### config.mk
export PLATFORM = sky130hd
export DESIGN_NAME = axis_pcim_burst_writer
export DESIGN_NICKNAME = d
export VERILOG_FILES = /design/src/rtl/axis_pcim_burst_writer.sv
export SDC_FILE = /design/constraint.sdc
export NUM_CORES = 1
export LEC_CHECK = 0
export CORE_AREA = 2 2 522 524
export CTS_BUF_LIST = sky130_fd_sc_hd__clkbuf_4
export DETAILED_ROUTE_END_ITERATION = 12
export DIE_AREA = 0 0 524 526
export GPL_TIMING_DRIVEN = 1
export PLACE_DENSITY = 0.33
export SKIP_CTS_REPAIR_TIMING = 1
export SYNTH_ARGS = -nofsm -noshare
export SYNTH_HDL_FRONTEND = slang
export SYNTH_SLANG_ARGS = --single-unit
### constraint.sdc
create_clock -name clk -period 15.15 [get_ports clk]
set_clock_uncertainty 0.1 [all_clocks]
set_input_delay 1.515 -clock clk [delete_from_list [all_inputs] [get_ports clk]]
set_output_delay 1.515 -clock clk [all_outputs]
set_load 0.02 [all_outputs]
### src/rtl/axis_pcim_burst_writer.sv
// axis_pcim_burst_writer
//   Result-return path: drains the wide CNN output stream and writes it to a ring of
//   fixed-size slots in host memory as AXI4 write bursts on the PCIM master port.
//   One burst is in flight at a time: IDLE -> ADDR -> DATA -> RESP -> IDLE.
// Ports
//   clk, rst_n                    clock, asynchronous active-low reset
//   cfg_enable                    start new bursts while high; a running burst always completes
//   cfg_base_addr                 ring base, low 12 bits ignored
//   cfg_ring_bursts               ring size in bursts (0 behaves as 1)
//   s_axis_*                      result stream in (tdata/tvalid/tready)
//   m_axi_aw*, m_axi_w*, m_axi_b* AXI4 write channels (no read channels)
//   stat_bursts                   completed bursts (B received), wraps
//   stat_err                      sticky: any non-OKAY BRESP since reset
//   stat_busy                     high whenever the FSM is not idle
module axis_pcim_burst_writer #(
  parameter int unsigned    DATA_W    = 512,
  parameter int unsigned    ADDR_W    = 64,
  parameter int unsigned    ID_W      = 16,
  parameter int unsigned    BURST_LEN = 64,
  parameter logic [ID_W-1:0] AWID_VAL = '0
) (
  input  logic                  clk,
  input  logic                  rst_n,
  input  logic                  cfg_enable,
  input  logic [ADDR_W-1:0]     cfg_base_addr,
  input  logic [15:0]           cfg_ring_bursts,
  input  logic [DATA_W-1:0]     s_axis_tdata,
  input  logic                  s_axis_tvalid,
  output logic                  s_axis_tready,
  output logic [ID_W-1:0]       m_axi_awid,
  output logic [ADDR_W-1:0]     m_axi_awaddr,
  output logic [7:0]            m_axi_awlen,
  output logic [2:0]            m_axi_awsize,
  output logic                  m_axi_awvalid,
  input  logic                  m_axi_awready,
  output logic [DATA_W-1:0]     m_axi_wdata,
  output logic [DATA_W/8-1:0]   m_axi_wstrb,
  output logic                  m_axi_wlast,
  output logic                  m_axi_wvalid,
  input  logic                  m_axi_wready,
  input  logic [ID_W-1:0]       m_axi_bid,
  input  logic [1:0]            m_axi_bresp,
  input  logic                  m_axi_bvalid,
  output logic                  m_axi_bready,
  output logic [31:0]           stat_bursts,
  output logic                  stat_err,
  output logic                  stat_busy
);

  localparam int unsigned StrbW     = DATA_W / 8;
  localparam int unsigned BeatW     = (BURST_LEN > 1) ? $clog2(BURST_LEN) : 1;
  localparam int unsigned SlotBytes = BURST_LEN * StrbW;
  localparam logic [BeatW-1:0] LastBeat = BeatW'(BURST_LEN - 1);

  typedef enum logic [1:0] {StIdle, StAddr, StData, StResp} state_e;

  state_e              state_q, state_d;
  logic [15:0]         idx_q, idx_d;
  logic [15:0]         ring_q, ring_d;
  logic [ADDR_W-1:0]   awaddr_q, awaddr_d;
  logic [BeatW-1:0]    beat_q, beat_d;
  logic [31:0]         bursts_q, bursts_d;
  logic                err_q, err_d;
  logic [15:0]         start_idx;
  logic [ADDR_W-1:0]   base_aligned;

  // Bid and the forced-zero base bits carry no information for this block.
  logic unused_in;
  assign unused_in = ^{m_axi_bid, cfg_base_addr[11:0]};

  assign base_aligned = {cfg_base_addr[ADDR_W-1:12], 12'h000};

  always_ff @(posedge clk or negedge rst_n) begin
    if (!rst_n) begin
      state_q  <= StIdle;
      idx_q    <= '0;
      ring_q   <= 16'd1;
      awaddr_q <= '0;
      beat_q   <= '0;
      bursts_q <= '0;
      err_q    <= 1'b0;
    end else begin
      state_q  <= state_d;
      idx_q    <= idx_d;
      ring_q   <= ring_d;
      awaddr_q <= awaddr_d;
      beat_q   <= beat_d;
      bursts_q <= bursts_d;
      err_q    <= err_d;
    end
  end

  always_comb begin
    state_d       = state_q;
    idx_d         = idx_q;
    ring_d        = ring_q;
    awaddr_d      = awaddr_q;
    beat_d        = beat_q;
    bursts_d      = bursts_q;
    err_d         = err_q;
    start_idx     = idx_q;
    m_axi_awvalid = 1'b0;
    m_axi_wvalid  = 1'b0;
    m_axi_wlast   = 1'b0;
    s_axis_tready = 1'b0;
    m_axi_bready  = 1'b0;
    unique case (state_q)
      StIdle: begin
        if (cfg_enable) begin
          ring_d    = (cfg_ring_bursts == 16'd0) ? 16'd1 : cfg_ring_bursts;
          // A ring shrunk below the current slot restarts at the base.
          start_idx = (idx_q >= ring_d) ? 16'd0 : idx_q;
          idx_d     = start_idx;
          awaddr_d  = base_aligned + ADDR_W'(start_idx) * ADDR_W'(SlotBytes);
          state_d   = StAddr;
        end
      end
      StAddr: begin
        m_axi_awvalid = 1'b1;
        if (m_axi_awready) begin
          state_d = StData;
        end
      end
      StData: begin
        // Zero-latency passthrough: stream handshake is the W handshake.
        m_axi_wvalid  = s_axis_tvalid;
        s_axis_tready = m_axi_wready;
        m_axi_wlast   = (beat_q == LastBeat);
        if (s_axis_tvalid && m_axi_wready) begin
          if (beat_q == LastBeat) begin
            beat_d  = '0;
            state_d = StResp;
          end else begin
            beat_d = beat_q + BeatW'(1);
          end
        end
      end
      StResp: begin
        m_axi_bready = 1'b1;
        if (m_axi_bvalid) begin
          bursts_d = bursts_q + 32'd1;
          err_d    = err_q | (m_axi_bresp != 2'b00);
          idx_d    = (idx_q + 16'd1 == ring_q) ? 16'd0 : idx_q + 16'd1;
          state_d  = StIdle;
        end
      end
      default: state_d = StIdle;
    endcase
  end

  assign m_axi_awid   = AWID_VAL;
  assign m_axi_awaddr = awaddr_q;
  assign m_axi_awlen  = 8'(BURST_LEN - 1);
  assign m_axi_awsize = 3'($clog2(StrbW));
  assign m_axi_wdata  = s_axis_tdata;
  assign m_axi_wstrb  = '1;
  assign stat_bursts  = bursts_q;
  assign stat_err     = err_q;
  assign stat_busy    = (state_q != StIdle);

endmodule

Yosys cells after proc, flatten, opt, wreduce, memory -nomap -nowiden
Index checks and enable logic that the tools add are counted.
- register bits: 137
- output and inout bits: 706
- logic and storage cells: 52
- order comparisons: 1
- add/sub/neg operators: 4
- reduce and logical (&&, ||, !) cells: 11
- bitwise operators: 1
- equality and inequality tests: 10
- multiplexer cells: 18
- operators by type and width (operator ; count):
    $mux 16 ; 5
    $add 64x28->64 ; 1
    $add 32x1->32 const B ; 1
    $pmux 16 s2 ; 1
    $add 16x1->16 const B ; 1
    $eq 16x16->1 ; 1
    $ge 16x16->1 ; 1
    $logic_not 16->1 ; 1
    $mux 2 ; 5
    $ne 2x2->1 const B ; 5
    $pmux 2 s4 ; 1
    $add 6x1->6 const B ; 1
    $eq 6x6->1 const B ; 1
    $mux 6 ; 1
    $reduce_and 2->1 ; 3
    $reduce_bool 2->1 ; 3
    $mux 1 ; 5
    $reduce_and 5->1 ; 1
    $eq 2x2->1 const B ; 2
    $reduce_and 3->1 ; 1
    $eq 2x1->1 const B ; 1
    $logic_not 2->1 ; 1
    $logic_and 1x1->1 ; 1
    $or 1x1->1 ; 1

Logic depth before layout (Yosys ltp)
- depth after elaboration: 6
- depth in mapped cells: 22

Worst setup path after synthesis
Ideal clock, no wire load.
- path kind: input-to-reg
- start: in cfg_ring_bursts[8]
- end: reg awaddr_q[44] (netlist: m_axi_awaddr[44])
- stages on the path: 22
- data required time: 14.917 ns
- setup time: 0.133 ns
- arrival time: 6.008 ns
- slack: 8.909 ns
- cell sequence: nor4_1 -> a41o_1 -> ha_1 -> nand2b_1 -> a211oi_1 -> o31ai_1 -> a2111o_1 -> a211oi_1 -> clkbuf_1 -> and2_1 -> ha_1 -> inv_1 -> fa_1 -> nor2b_1 -> o21bai_1 -> a31oi_1 -> o41a_1 -> a32oi_1 -> clkbuf_1 -> nor4_1 -> xnor2_1 -> o21ai_0
- word-level cells in the longest chain between the ends: 5
- RTL lines (what ; RTL line ; text):
    start, declared ; 26 ; input logic [15:0] cfg_ring_bursts,
    $logic_not 16->1 ; 110 ; ring_d = (cfg_ring_bursts == 16'd0) ? 16'd1 : cfg_ring_bursts;
    $mux 16 (*) ; 110 ;
    $ge 16x16->1 (*) ; 112 ; start_idx = (idx_q >= ring_d) ? 16'd0 : idx_q;
    $mux 16 (*) ; 112 ;
    $add 64x28->64 (*) ; 114 ; awaddr_d = base_aligned + ADDR_W'(start_idx) * ADDR_W'(SlotBytes);
    end signal, assigned ; 86 ; awaddr_q <= awaddr_d;
    end, declared ; 60 ; logic [ADDR_W-1:0] awaddr_q, awaddr_d;
Mark *: on every way between the ends. The rest lies on a longest branch, timed or not.
A chain may end at the register's enable or synchronous reset.

Worst setup path after layout
- start: in cfg_ring_bursts[6]
- end: reg awaddr_q[58] (netlist: m_axi_awaddr[58])
Same word-level chain as after synthesis.

==> summary.md <==
| Metric | Value |
|---|---|
| Largest net degree at the start of global routing | `82` |
| Area contributors post-synth | `buf_4, dfrtp_1, xnor2_1` |
| EDFF count, synth | `0` |
| Filler cells | `31840` |
| Crit end category | `flop` |
| Placement Cell Area | `14040 um2` |
| CTS root buf | `clkbuf_4` |
| Req. time, crit path | `15.71 ns` |
| Area leader, netlist | `buf_4` |
| Detailed Route Iter0 Violations | `~350` |
| DRT Pass-1 Iters | `4` |
| Final instance area | `14340 um2` |
| Status | `completed` |
| Die X | `~520 um` |
| Vias | `8094` |
| Initial antenna violation count | `5` |
| Total Wirelength | `between 100000 and 150000 um` |
| Switch share | `45.98%` |
| Number of remaining DRC errors | `0` |
| Synth cell count leaders | `buf_4, nand2_1, dfrtp_1` |
| Vias in the first global route | `7768` |
| Max cap viols | `0` |
| DP HPWL | `104900 um` |
| Post-Synthesis Cell Area | `12210 um2` |
| Most common cell in the netlist | `buf_4` |
| Htree depth | `4` |
| Layout cells sized above 1 | `between 4 and 5%` |
| First-pass GRT wire length | `132800 um` |
| Die footprint | `~280000 um2` |
| Setup crit start kind | `primary input` |
| Maximum VDD drop | `38.50 uV` |
| Final Util | `5.314%` |
| Setup slack after layout | `about 8.4 ns` |
| P_int | `0.8519 mW` |
| Maximum buffer depth of the clock tree | `3` |
| Placed instance count | `4666` |
| Dpl ws | `~7.4 ns` |
| Initial Util | `roughly 4.5%` |
| FP Rows | `191` |
| Total GRT Usage | `8.065%` |
| Final setup violation count | `0` |
| Avg WL per Cell | `24.51 um` |
| Main flop type after synthesis | `dfrtp_1` |
| Non-filler cells in the finished layout | `4704` |
| Worst-skew pair later-pin latency | `between 0.8 and 0.9 ns` |
| Core Region | `269800 um2` |
| Die Ht | `around 530 um` |
| Period Utilization, post-route | `~44%` |
| IO Count | `1323` |
| Maximum clock frequency | `between 0.1 and 0.15 GHz` |
| Hold_ws | `0.3820 ns` |
| Area Overhead vs Synth | `17.41%` |
| Power Total | `1.577 mW` |
| Power Density | `110.0 nW/um2` |
| Slew Limit Fails | `0` |
| Worst Path Arrival | `7.29 ns` |
| FFs w/ async S/R, synth | `between 90% and 100%` |
| Synthesis warning total | `0` |
| Psw | `0.7252 mW` |
| Final setup TNS | `0 ns` |
| Combinational cell fraction of total power | `46.1%` |
| CTS tree | `built` |
| Worst slew pin tran | `0.9374 ns` |
| Vias/cell | `1.721` |
| Fin nets | `roughly 1800` |
| Min Tclk post-route | `6.726 ns` |
| Yosys reg bits | `125` |
| Post-synthesis cell type count | `roughly 60` |
| Relative slew slack | `37.51%` |
| Worst-path clk slew | `0.15 ns` |
| RSZ-0062 raised after global routing | `no` |
| Crit-path max FO | `17` |
| Clock power share | `19.7%` |
| Sequential element share of the synthesized area | `25.63%` |
| CP Class | `primary input to flop` |
| Total grt overflow | `0` |
| Mean Syn Cell Area | `a little over 8 um2` |
| DRT antenna net count | `0` |
| Lkg Pwr | `4.541 nW` |
| Worst Hold Class | `flop to flop` |
| Share of the synthesized area in the top cell type | `37.81%` |
| Synth Instances | `between 1000 and 1500` |
| Total CTS buffers | `25` |
| Clock sinks | `125` |
| Gpl congestion | `0.7191` |
| Final Hold Viols | `0` |
| Input/output buffers | `167` |
| Seq pwr share | `34.2%` |
==> state kept, by name, summed over array words and instances, names as in the netlist <==
name / cells
state_q: 2
idx_q: 16
stat_err: 1
ring_q: 16
beat_q: 6
m_axi_awaddr: 52
stat_bursts: 32
==> placed cells by master, fill, tap and decap left out, drive strengths merged, types with 3 or more instances in the layout <==
| cell type | netlist | final |
|---|---|---|
| xnor2 | 73 | 73 |
| xor2 | 26 | 26 |
| diode | 0 | 5 |
| o311ai | 5 | 5 |
| nor2 | 37 | 37 |
| nor3 | 19 | 19 |
| nor2b | 7 | 7 |
| and2 | 21 | 21 |
| nand4 | 19 | 19 |
| clkinv | 0 | 3 |
| a21o | 9 | 9 |
| conb | 2 | 103 |
| clkbuf | 28 | 28 |
| clkdlybuf4s50 | 0 | 166 |
| ha | 40 | 40 |
| a31oi | 4 | 4 |
| mux2i | 3 | 3 |
| inv | 42 | 42 |
| a22oi | 4 | 4 |
| o21ai | 88 | 88 |
| nor3b | 4 | 4 |
| nand3 | 42 | 42 |
| nor4 | 11 | 11 |
| o31ai | 6 | 6 |
| o21bai | 3 | 3 |
| nand2 | 130 | 130 |
| and3 | 18 | 18 |
| and4 | 9 | 9 |
| nand2b | 5 | 5 |
| dfrtp | 124 | 124 |
| a211oi | 9 | 9 |
| buf | 621 | 6 |
| o22ai | 5 | 5 |
| a21oi | 23 | 23 |
| mux2 | 4 | 4 |
==> metal layers <==
metal / vias to the layer above / global-route usage, % / share of wire [%]
met4: 2 / 4.873 / 6.2
met3: 309 / 12.83 / 35
met2: 909 / 12.63 / 45
met5: - / 0.4563 / 0.074
li1: 3436 / - / -
met1: 3438 / 3.284 / 14
==> area by class of cell <==
| type | count | area (um2) | area share, % |
|---|---|---|---|
| diodes | 5 | 12.51 | 0.08728 |
| clock buffers | 28 | 210.2 | 1.466 |
| clock inverters | 5 | 71.32 | 0.4975 |
| inverters | 42 | 157.7 | 1.100 |
| multi-input cells | 757 | 4578 | 31.93 |
| flip-flops and latches | 125 | 3129 | 21.83 |
| well taps | 3570 | 4467 | 31.16 |
| repair buffers | 172 | 1710 | 11.93 |
==> power groups by stage <==
stage | Combinational [mW] | Clock (mW) | Sequential, mW
after global placement | 0.753 | 0 | 0.544
after global routing | 0.810 | 0.356 | 0.558
after CTS | 0.755 | 0.348 | 0.541
after detailed placement | 0.752 | 0 | 0.549
after floorplan | 0.543 | 0 | 0.601
final | 0.727 | 0.311 | 0.539
==> kinds of logic after synthesis <==
family / Yosys count / synth area share [%]
AND/OR/NAND/NOR: 329 / 13.15
adder cells (fa/ha/maj): 41 / 4.263
multiplexers: 7 / 0.6148
other: 2 / 0.06150
flip-flops: 125 / 25.63
buffers and inverters: 691 / 40.21
XOR/XNOR: 99 / 7.101
AO/OA/AOI/OAI: 178 / 8.976
==> critical path, cell delays in order <==
cell and delay (ns):
clkdlybuf4s50_1 0.46, nor4_1 0.31, a41o_1 0.27, ha_1 0.23, nand2b_1 0.14, a211oi_1 0.26
o31ai_1 0.15, a2111o_1 0.47, a211oi_2 0.22, buf_4 0.23, and2_1 0.15, ha_1 0.17
inv_1 0.06, fa_1 0.40, nor2b_1 0.17, o21bai_1 0.10, a31oi_1 0.33, o41a_1 0.57
a32oi_1 0.19, buf_4 0.27, nor4_1 0.33, xnor2_1 0.16, o21ai_0 0.09
==> final timing paths <==
kind / from / endpoint / slack (ns) / cells past startpoint
worst max-delay path: cfg_ring_bursts[6] / m_axi_awaddr[58] / 8.42 / 23
worst min-delay path: stat_bursts[31] / stat_bursts[31] / 0.38 / 1
worst max register to register: idx_q[0] / m_axi_awaddr[58] / 9.46 / 21
worst min register to register: stat_bursts[31] / stat_bursts[31] / 0.38 / 1
max in group asynchronous: rst_n / m_axi_awaddr[24] / 12.83 / 2
min in group asynchronous: rst_n / m_axi_awaddr[45] / 0.64 / 1
(Power assumes the default switching activity.)
